## src/rtl/demux_pkg.sv

```systemverilog
// demux_pkg: shared slot state encoding and in_sel destination codes
package demux_pkg;
  typedef enum logic {SLOT_EMPTY, SLOT_FULL} slot_state_t;
  localparam logic SEL_OUT0 = 1'b0;
  localparam logic SEL_OUT1 = 1'b1;
endpackage

```

## src/rtl/stream_slot.sv

```systemverilog
// stream_slot: one-entry output register with full/empty FSM and drain counter
module stream_slot
  import demux_pkg::*;
#(
  parameter int WIDTH = 8,
  parameter int CNT_W = 8
) (
  input  logic             clk,
  input  logic             rst_n,
  input  logic             load,
  input  logic [WIDTH-1:0] load_data,
  input  logic             ready,
  output logic [WIDTH-1:0] data,
  output logic             valid,
  output logic [CNT_W-1:0] cnt
);
  slot_state_t state, state_nxt;
  logic drain;
  assign valid = state == SLOT_FULL;
  assign drain = valid && ready;
  // a load wins over a drain so drain+load keeps the slot full with the new word
  always_comb state_nxt = load ? SLOT_FULL : drain ? SLOT_EMPTY : state;
  always_ff @(posedge clk or negedge rst_n)
    if (!rst_n) begin
      state <= SLOT_EMPTY;
      data  <= '0;
      cnt   <= '0;
    end else begin
      state <= state_nxt;
      if (load) data <= load_data;
      if (drain) cnt <= cnt + CNT_W'(1);
    end
endmodule

```

## src/rtl/demux2_stream.sv

```systemverilog
// demux2_stream: 1:2 stream demultiplexer steering each word to a per-output slot
module demux2_stream
  import demux_pkg::*;
#(
  parameter int WIDTH = 8,
  parameter int CNT_W = 8
) (
  input  logic             clk,
  input  logic             rst_n,
  input  logic [WIDTH-1:0] in_data,
  input  logic             in_sel,
  input  logic             in_valid,
  output logic             in_ready,
  output logic [WIDTH-1:0] out0_data,
  output logic             out0_valid,
  input  logic             out0_ready,
  output logic [WIDTH-1:0] out1_data,
  output logic             out1_valid,
  input  logic             out1_ready,
  output logic [CNT_W-1:0] cnt0,
  output logic [CNT_W-1:0] cnt1
);
  logic accept;
  // readiness follows only the addressed slot, so a stalled slot never blocks the other
  assign in_ready = (in_sel == SEL_OUT1) ? (!out1_valid || out1_ready)
                                         : (!out0_valid || out0_ready);
  assign accept = in_valid && in_ready;
  stream_slot #(.WIDTH(WIDTH), .CNT_W(CNT_W)) u_slot0 (
    .clk(clk), .rst_n(rst_n), .load(accept && in_sel == SEL_OUT0), .load_data(in_data),
    .ready(out0_ready), .data(out0_data), .valid(out0_valid), .cnt(cnt0)
  );
  stream_slot #(.WIDTH(WIDTH), .CNT_W(CNT_W)) u_slot1 (
    .clk(clk), .rst_n(rst_n), .load(accept && in_sel == SEL_OUT1), .load_data(in_data),
    .ready(out1_ready), .data(out1_data), .valid(out1_valid), .cnt(cnt1)
  );
endmodule
```

## config.mk

```make
export PLATFORM = sky130hd
export DESIGN_NAME = demux2_stream
export DESIGN_NICKNAME = d
export VERILOG_FILES = /design/src/rtl/demux_pkg.sv /design/src/rtl/stream_slot.sv /design/src/rtl/demux2_stream.sv
export SDC_FILE = /design/constraint.sdc
export NUM_CORES = 1
export LEC_CHECK = 0
export ABC_AREA = 0
export BUFFER_PORTS_ARGS = -buffer_cell sky130_fd_sc_hd__buf_4
export CAP_MARGIN = 20
export CORE_UTILIZATION = 48
export CTS_CLUSTER_DIAMETER = 30
export DETAILED_ROUTE_END_ITERATION = 10
export PLACE_DENSITY = 0.85
export SLEW_MARGIN = 20
export SYNTH_ARGS = -nofsm -noshare
export SYNTH_HDL_FRONTEND = slang
export SYNTH_SLANG_ARGS = --single-unit
```

## constraint.sdc

```tcl
create_clock -name clk -period 1.5 [get_ports clk]
set_input_delay 0.075 -clock clk [delete_from_list [all_inputs] [get_ports clk]]
set_output_delay 0.075 -clock clk [all_outputs]
set_load 0.05 [all_outputs]
```

==> results of run 1 <==
## layout make-up
type,instances,share of cell area (%)
Sequential cell,34,43.63
Multi-Input combinational cell,63,26.65
Timing Repair Buffer,60,24.47
Clock buffer,7,2.819
Tap cell,31,1.986
Clock inverter,1,0.2562
Inverter,1,0.1922
## cells by family (layout without fill, tap and decap cells)
family          after synthesis  in the layout  share of synthesized area [%]
flops                        34             34                          61.43
xor+xnor                     14             14                          8.853
fa+ha+maj                     2              2                          1.806
compound gates                1              1                         0.3610
mux                          19             19                          15.45
simple gates                 27             27                          11.11
buf+inv                       3             69                         0.9934
## through the flow
stage	power (uW)	hold WS, ps	util, %
finish	3495	43.28	71.44
global route	3678	58.70	71.44
CTS	3519	34.56	71.44
detailed placement	2979	41.24	65.22
global placement	2922	42.34	65.22
floorplan	2443	-220.6	-
## Yosys cell counts
| cell | n | area share [%] |
|---|---|---|
| nand4_1 | 3 | 1.4 |
| nand3_1 | 2 | 0.72 |
| mux2_2 | 19 | 15 |
| dfrtp_1 | 34 | 61 |
| ha_1 | 2 | 1.8 |
| nor2_1 | 2 | 0.54 |
| nand2_1 | 9 | 2.4 |
| nor3_1 | 2 | 0.72 |
| buf_2 | 2 | 0.72 |
| nor2b_1 | 1 | 0.45 |
| and3_1 | 2 | 0.90 |
| and4_1 | 1 | 0.63 |
| nor3b_4 | 1 | 1.4 |
| nor4_1 | 1 | 0.45 |
| o21ai_0 | 1 | 0.36 |
| nand2b_2 | 1 | 0.63 |
| nand2b_1 | 1 | 0.45 |
| xor2_1 | 7 | 4.4 |
| inv_1 | 1 | 0.27 |
| xnor2_1 | 7 | 4.4 |
| and2_1 | 1 | 0.45 |
## cells in the final DEF, fill, tap and decap left out, types with 2 or more instances in the layout
| cell | count |
|---|---|
| buf_4 | 49 |
| dfrtp_1 | 33 |
| mux2_2 | 19 |
| dlygate4sd3_1 | 11 |
| nand2_1 | 9 |
| xor2_1 | 7 |
| xnor2_1 | 7 |
| clkbuf_4 | 5 |
| nand4_1 | 3 |
| nand3_1 | 2 |
| nor3_1 | 2 |
| nor2_1 | 2 |
| and3_1 | 2 |
| ha_1 | 2 |
## worst reg2reg max path, stage by stage (launching register included)
cell	delay [ps]
dfrtp_2	450
nand2b_2	90
nor3b_4	400
mux2_2	390
## how the worst max path moves through the flow
stage / endpoint / startpoint
final: u_slot0.data[0] / u_slot0.valid
after global routing: u_slot0.data[5] / u_slot0.valid
after CTS: u_slot0.data[6] / u_slot0.valid
after detailed placement: u_slot0.data[0] / u_slot0.valid
after global placement: u_slot0.data[2] / u_slot0.valid
after floorplan: u_slot1.data[0] / u_slot1.valid
## layer usage
layer,global-route usage (%),vias up,part of all wire [%]
met5,0,-,0
met3,5.116,4,4.3
met4,8.571,0,1.2
met2,32.53,30,51
met1,25.31,482,43
li1,-,473,-
## power by group through the flow
stage	Combinational, uW	Sequential, uW	Clock, uW
floorplan	305	2140	0
global placement	1560	1370	0
detailed placement	1590	1390	0
CTS	1610	1380	533
global route	1680	1410	587
finish	1600	1370	523
## sequential cells by signal (all words and copies together), names as in the netlist
register / flops
u_slot0.cnt: 8
u_slot0.data: 8
u_slot0.valid: 1
u_slot1.cnt: 8
u_slot1.data: 8
u_slot1.valid: 1
==> flow_metrics.py, run 1 <==
metrics = {
    "outcome": {
        "outcome": "completed",
    },
    "floorplan": {
        "dieArea_sq_mm": 0.003104,
        "start_util_pct": 50.66,
        "fp-row-count": 19,
        "die_w_um": 55.72,
        "core_region_area_sq_mm": 0.002734,
        "fp.dieH_um": 55.72,
        "pin_count": 49,
    },
    "synth": {
        "yosysWarningCount": 0,
        "ys_types": 21,
        "synth_nets": 116,
        "synth-seq-cells": 34,
        "syn-instance-count": 100,
        "syn_area_sq_mm": 0.001385,
        "synth_area_per_cell_sq_um": 13.85,
        "synth-seq-area-share_pct": 61.43,
    },
    "worst_hold_path": {
        "worstHoldEndpoint": "u_slot1.valid",
        "holdPathStages": 3,
        "hp-class": "in -> reg",
        "min_from": "out1_ready",
    },
    "final_layout": {
        "syn_to_final_growth_pct": 41.01,
        "drive_gt1_share_pct": 46.99,
        "final_cell_count_no_fill": 197,
        "multi_input_comb_area_sq_um": 520.5,
        "layout.nets": 181,
        "fin_area_sq_mm": 0.001953,
        "seq_area_sq_um": 852.1,
        "fillers": 190,
        "antenna_cells": 0,
    },
    "route": {
        "wl_per_cell_um": 14.25,
        "drtIter0Drc": 19,
        "detailedRoute.firstPassIterationCount": 6,
        "via_count": 989,
        "via_per_inst": 5.020,
        "drc": 0,
        "drt_wl_total_mm": 2.807,
        "antenna_left": 0,
    },
    "pwr": {
        "power.density_mw_per_mm2": 1789,
        "ir_worst_vdd_mv": 2.012,
        "seqPwrFrac_pct": 39.2,
        "internal_power_uw": 1900,
        "p_leak_uw": 0.0009550,
        "power_switching_uw": 1594,
        "swShare_pct": 45.62,
        "power_frac_clock_pct": 15.0,
        "pwr-share-comb_pct": 45.8,
    },
    "placement": {
        "dp.cells": 178,
        "post-dp-hpwl_mm": 1.965,
        "numPortBuffers": 48,
        "dp_slack_ps": 82.52,
        "gp_congestion": 0.7825,
        "dpl-instance-area_sq_mm": 0.001783,
    },
    "worst_setup_path": {
        "slowest_stage": "dfrtp_2",
        "reg2regPathDepth": 3,
        "r2r_end": "u_slot0.data[0]",
        "endpoint_kind": "flop",
        "cp_cell_sequence": "nand2b_2 > nor3b_4 > mux2_2",
        "r2r-start": "u_slot0.valid",
        "cp_num_cells": 3,
        "max_stage_delay_ps": 450,
        "worstPathMaxFanout": 8,
        "rrSetupSlack_ps": 80,
        "cp_top_family": "simple AND/OR/NAND/NOR gates",
        "critPathLaunchType": "flop",
        "critical_path_class": "reg -> reg",
        "crit_buf_inv": 0,
        "critPathRequiredTime_ps": 1710,
        "arrival_ps": 1640,
    },
    "clock_tree": {
        "path_clk_slew_ps": 110,
        "ctsHoldBuffers": 11,
        "cts_max_level": 2,
        "cts_tree": "yes",
        "cts.sinks": 34,
        "cts_resized": 0,
        "cts_buffer_depth": 2,
        "clockRootBuffer": "clkbuf_4",
        "clock_latency_ps": 320,
        "cts_setup_buffers": 0,
        "numCtsBuffers": 5,
    },
    "sta": {
        "layout_min_cycle_time_ps": 1424,
        "clock_skew_ps": 8.702,
        "relSlewSlack_pct": 71.93,
        "worstMarginPinSlew_ps": 420.5,
        "finalSetupViolCount": 0,
        "hold_viol_final": 0,
        "fmax_mhz": 702.1,
        "finalWorstSetupSlack_ps": 75.74,
        "final.period_utilization_pct": 94.95,
        "finalSetupTns_ps": 0,
        "finalMaxSlewViolations": 0,
        "rsz0062_at_grt": "false",
    },
    "global_routing": {
        "grt_pass1_vias": 1002,
        "grt_usage_pct": 19.97,
        "overflow": 0,
        "antenna_found_initial": 0,
        "grt_max_degree": 35,
        "grt_pass1_wl_mm": 4.678,
    },
    "flow_run": {
        "cap_violations": 0,
    },
}
Power figures use the tool's default switching activity.
==> inputs of run 2 (changes only) <==
==> constraint.sdc (replaced) <==
create_clock -name clk -period 1.5 [get_ports clk]
set_input_delay 0.15 -clock clk [delete_from_list [all_inputs] [get_ports clk]]
set_output_delay 0.15 -clock clk [all_outputs]
set_load 0.05 [all_outputs]
==> run 2 against run 1 <==
Effect of this change:
- count of clock-buffer cells in the layout is the same
- critical path depth is the same
- sequential cell count is the same
- clock power shrank 2%
- setup slack gained 3.7 ps
- power shrank 0.95%
- fmax grew 0.26%
- clock skew shrank 1.2 ps
- global-route usage shrank 1.2 points
- critical path type is now reg -> out
==> flow_metrics.py, run 2 (synthesis results as in run 1) <==
metrics = {
    "pwr": {
        "p_leak_uw": 0.0009132,
        "ir_worst_vdd_mv": 2.012,
        "seqPwrFrac_pct": 39.7,
        "power.density_mw_per_mm2": 1868,
        "pwr-share-comb_pct": 45.5,
        "power_frac_clock_pct": 14.8,
        "power_switching_uw": 1578,
        "internal_power_uw": 1883,
        "swShare_pct": 45.59,
        "totalPowerFinal_uw": 3462,
    },
    "sta": {
        "rsz0062_at_grt": "false",
        "worst_hold_slack_ps": 60.47,
        "finalMaxSlewViolations": 0,
        "final.period_utilization_pct": 94.70,
        "relSlewSlack_pct": 71.39,
        "finalSetupTns_ps": 0,
        "fmax_mhz": 704.0,
        "finalSetupViolCount": 0,
        "layout_min_cycle_time_ps": 1421,
        "worstMarginPinSlew_ps": 429.1,
        "hold_viol_final": 0,
        "clock_skew_ps": 7.546,
    },
    "placement": {
        "post-dp-hpwl_mm": 1.965,
        "numPortBuffers": 48,
        "dp.cells": 178,
        "gp_congestion": 0.7825,
        "dpl-instance-area_sq_mm": 0.001783,
    },
    "route": {
        "drc": 0,
        "wl_per_cell_um": 14.25,
        "via_count": 955,
        "drt_wl_total_mm": 2.664,
        "via_per_inst": 5.107,
        "antenna_left": 0,
        "detailedRoute.firstPassIterationCount": 6,
        "drtIter0Drc": 25,
    },
    "clock_tree": {
        "cts_tree": "yes",
        "clockRootBuffer": "clkbuf_4",
        "cts.sinks": 34,
        "ctsHoldBuffers": 1,
        "numCtsBuffers": 5,
        "clock_latency_ps": 320,
        "cts_buffer_depth": 2,
        "cts_max_level": 2,
        "path_clk_slew_ps": 100,
        "cts_setup_buffers": 0,
        "cts_resized": 0,
    },
    "floorplan": {
        "die_w_um": 55.72,
        "fp.dieH_um": 55.72,
        "start_util_pct": 50.66,
        "fp-row-count": 19,
        "core_region_area_sq_mm": 0.002734,
        "dieArea_sq_mm": 0.003104,
        "pin_count": 49,
    },
    "worst_setup_path": {
        "critPathLaunchType": "flop",
        "endpoint_kind": "output pin",
        "arrival_ps": 1270,
        "worstPathMaxFanout": 3,
        "critical_path_class": "reg -> out",
        "critPathRequiredTime_ps": 1350,
    },
    "final_layout": {
        "antenna_cells": 0,
        "mostFrequentLayoutCell": "buf_4",
        "layout.nets": 171,
        "mostFrequentLayoutCells": "buf_4, dfrtp_1, mux2_2",
        "syn_to_final_growth_pct": 33.79,
        "fillers": 207,
        "fin_area_sq_mm": 0.001853,
        "drive_gt1_share_pct": 50.00,
        "final_cell_count_no_fill": 187,
    },
    "flow_run": {
        "cap_violations": 0,
    },
    "global_routing": {
        "grt_usage_pct": 18.76,
        "grt_pass1_vias": 983,
        "antenna_found_initial": 0,
        "overflow": 0,
        "grt_max_degree": 35,
        "grt_pass1_wl_mm": 4.422,
    },
    "outcome": {
        "outcome": "completed",
    },
    "worst_hold_path": {
        "hp-class": "in -> reg",
    },
}
## run 2: changes by cell type in the layout (fill, tap and decap cells not counted), sizes merged
cell / change
dlygate4sd3: -10
## run 2: path summary, 6_finish.rpt
| path | to | from | slack, ps | depth (start not counted) |
|---|---|---|---|---|
| max | in_ready | u_slot1.valid | 80 | 3 |
| max in group asynchronous | u_slot0.valid | rst_n | 870 | 2 |
| max reg2reg | u_slot0.data[0] | u_slot0.valid | 90 | 3 |
| min in group asynchronous | u_slot1.cnt[5] | rst_n | 300 | 2 |
| min reg2reg | u_slot1.cnt[7] | u_slot1.cnt[7] | 470 | 1 |
| min | u_slot1.valid | in_valid | 60 | 3 |
## run 2: routing by layer
| metal | part of all wire, % | vias up | global-route usage (%) |
|---|---|---|---|
| met5 | 0 | - | 0 |
| met4 | 1.3 | 0 | 9.286 |
| met3 | 5.3 | 4 | 5.116 |
| met2 | 50 | 32 | 30.29 |
| met1 | 43 | 464 | 23.27 |
| li1 | - | 455 | - |
## run 2: layout make-up
cell class | instances | area (sq um) | area share (%)
clock buffer | 7 | 55.05 | 2.971
clock inverter | 1 | 5.005 | 0.2701
inverter | 1 | 3.754 | 0.2026
multi-input combinational | 63 | 520.5 | 28.09
sequential | 34 | 852.1 | 45.98
tap | 31 | 38.79 | 2.093
timing repair buffer | 50 | 377.9 | 20.39
## run 2: stage by stage
step	setup slack (ps)	utilization, %
floorplan	16.85	-
global placement	127.9	65.22
detailed placement	82.52	65.22
CTS	68.67	67.78
global route	10.71	67.78
finish	79.48	67.78
## run 2: critical path: stages, from the launching register on
cell and delay (ps):
dfrtp_1 380, nand2b_1 100, mux2_2 280, buf_4 190
## run 2: power groups by stage
| stage | Sequential, uW | Clock [uW] | Combinational (uW) |
|---|---|---|---|
| 6_report | 1370 | 512 | 1580 |
| 5_1_grt | 1410 | 580 | 1650 |
| 4_1_cts | 1380 | 533 | 1590 |
| 3_5_place_dp | 1390 | 0 | 1590 |
| 3_3_place_gp | 1370 | 0 | 1560 |
| 2_1_floorplan | 2140 | 0 | 305 |
==> inputs of run 3 (changes only) <==
- CORE_UTILIZATION: 48 -> 49
- PLACE_DENSITY: 0.85 -> 0.86
- SLEW_MARGIN: 20 -> 0
- SYNTH_HIERARCHICAL: unset -> 1
==> run 3 against run 2 <==
Effect of this change:
- area after synthesis is 3.0% higher
- final area is 5.4% higher
- critical path depth is 1 higher
- critical path type is now reg -> reg
==> flow_metrics.py, run 3 <==
metrics = {
    "outcome": {
        "outcome": "completed",
    },
    "route": {
        "drt_wl_total_mm": 2.818,
        "wl_per_cell_um": 14.53,
        "detailedRoute.firstPassIterationCount": 4,
        "antenna_left": 0,
        "via_per_inst": 5.113,
        "drtIter0Drc": 11,
        "via_count": 992,
        "drc": 0,
    },
    "synth": {
        "synth_top_area_share_pct": 59.65,
        "synth_top_area_cell": "dfrtp_1",
        "synthFlopType": "dfrtp_1",
        "ys_types": 20,
        "synth_nets": 119,
        "synth_area_leaders": "dfrtp_1, mux2_2, xnor2_1",
        "synth_edf_count": 0,
        "synth_commonest_cells": "dfrtp_1, mux2_2, nand2_1",
        "yosysWarningCount": 6,
        "synthMostInstantiatedCell": "dfrtp_1",
        "async_reset_ff_share_pct": 100.0,
        "synth-seq-cells": 34,
        "synth-seq-area-share_pct": 59.65,
        "syn-instance-count": 103,
        "synth_area_per_cell_sq_um": 13.85,
        "syn_area_sq_mm": 0.001426,
    },
    "worst_setup_path": {
        "reg2regPathDepth": 4,
        "arrival_ps": 1630,
        "critPathRequiredTime_ps": 1720,
        "rrSetupSlack_ps": 100,
        "critical_path_class": "reg -> reg",
        "endpoint_kind": "flop",
        "critPathLaunchType": "flop",
        "worstPathMaxFanout": 9,
    },
    "floorplan": {
        "fp.dieH_um": 55.96,
        "pin_count": 49,
        "die_w_um": 55.96,
        "fp-row-count": 19,
        "dieArea_sq_mm": 0.003131,
        "start_util_pct": 51.72,
        "core_region_area_sq_mm": 0.002758,
    },
    "final_layout": {
        "multi_input_comb_area_sq_um": 560.5,
        "seq_area_sq_um": 852.1,
        "antenna_cells": 0,
        "final_util_pct": 70.83,
        "fillers": 205,
        "final_cell_count_no_fill": 194,
        "layout.nets": 178,
        "mostFrequentLayoutCells": "buf_4, dfrtp_1, mux2_2",
        "syn_to_final_growth_pct": 36.93,
        "mostFrequentLayoutCell": "buf_4",
        "drive_gt1_share_pct": 56.44,
    },
    "clock_tree": {
        "clockRootBuffer": "clkbuf_4",
        "cts_max_level": 2,
        "path_clk_slew_ps": 100,
        "numCtsBuffers": 5,
        "clock_latency_ps": 330,
        "cts.sinks": 34,
        "cts_tree": "yes",
        "cts_buffer_depth": 2,
    },
    "sta": {
        "hold_viol_final": 0,
        "relSlewSlack_pct": 71.59,
        "fmax_mhz": 713.0,
        "finalSetupViolCount": 0,
        "finalSetupTns_ps": 0,
        "clock_skew_ps": 5.106,
        "worstMarginPinSlew_ps": 426.1,
        "layout_min_cycle_time_ps": 1402,
        "finalMaxSlewViolations": 0,
        "finalWorstSetupSlack_ps": 97.52,
        "final.period_utilization_pct": 93.50,
        "rsz0062_at_grt": "false",
    },
    "worst_hold_path": {
        "holdPathStages": 2,
        "hp-class": "in -> reg",
    },
    "placement": {
        "dp_slack_ps": 168.7,
        "gp_congestion": 0.7948,
        "dp.cells": 184,
        "numPortBuffers": 48,
        "post-dp-hpwl_mm": 2.013,
    },
    "pwr": {
        "power.density_mw_per_mm2": 1770,
        "ir_worst_vdd_mv": 1.277,
        "p_leak_uw": 0.0009691,
    },
    "global_routing": {
        "overflow": 0,
        "antenna_found_initial": 0,
        "grt_pass1_vias": 1023,
        "grt_max_degree": 35,
        "grt_pass1_wl_mm": 4.623,
        "grt_usage_pct": 20.14,
    },
    "flow_run": {
        "cap_violations": 0,
    },
}
==> run 3: layout make-up <==
class,count,area share [%]
inverters,3,0.5766
flip-flops and latches,34,43.63
multi-input cells,64,28.70
clock buffers,8,4.036
well taps,31,1.986
repair buffers,54,21.08
==> run 3: layer usage <==
layer	GRT usage, %	vias to the layer above	wire length (um)
met5	0	-	0
met4	8.362	0	58
met3	8.837	7	191
met2	31.33	40	1369
met1	24.65	477	1200
li1	-	468	-
==> run 3: path summary, 6_finish.rpt <==
check                                from              end
min reg2reg                u_slot0/cnt[7]   u_slot0/cnt[7]
max in group asynchronous           rst_n    u_slot0/valid
max reg2reg                 u_slot0/valid  u_slot0/data[3]
min in group asynchronous           rst_n   u_slot0/cnt[6]
min                            in_data[1]  u_slot0/data[1]
max                         u_slot0/valid  u_slot0/data[3]
==> run 3: stage by stage <==
| stage | hold WS [ps] | power (uW) | area (sq um) |
|---|---|---|---|
| after detailed placement | 118.2 | 2860 | 1853 |
| after floorplan | -145.6 | 2353 | 1434 |
| after global placement | 112.0 | 2808 | 1853 |
| after CTS | 28.35 | 3488 | 1938 |
| final | 51.30 | 3456 | 1953 |
| after global routing | 18.59 | 3627 | 1953 |
==> run 3: cells by family (layout without fill, tap and decap cells) <==
family / count (synthesis) / in the layout / synth area share, %
flip-flops: 34 / 34 / 59.65
AO/OA/AOI/OAI: 4 / 4 / 2.018
multiplexers: 18 / 18 / 14.21
adder cells (fa/ha/maj): 2 / 2 / 1.754
AND/OR/NAND/NOR: 26 / 26 / 12.28
buffers and inverters: 5 / 65 / 1.491
XOR/XNOR: 14 / 14 / 8.596
==> run 3: what timing repair did <==
| action | in CTS | in global routing |
|---|---|---|
| gates resized for setup | 1 | 0 |
| hold buffers | 1 | 0 |
| setup buffers | 0 | 2 |
| pin swaps | 0 | 0 |
| hold endpoints to repair | 34 | 0 |
| endpoints found under the setup margin | 1 | 1 |
==> run 3: power breakdown <==
group	internal [uW]	leakage [uW]	switching, uW
Sequential	1130	0.000419	199
Combinational	510	0.000506	1010
Clock	320	0.0000446	295
==> run 3: critical path, stage by stage, from the launching register on <==
cell     delay [ps]
dfrtp_2         440
nor2b_1         150
nor3b_2         170
buf_4           200
mux2_2          340
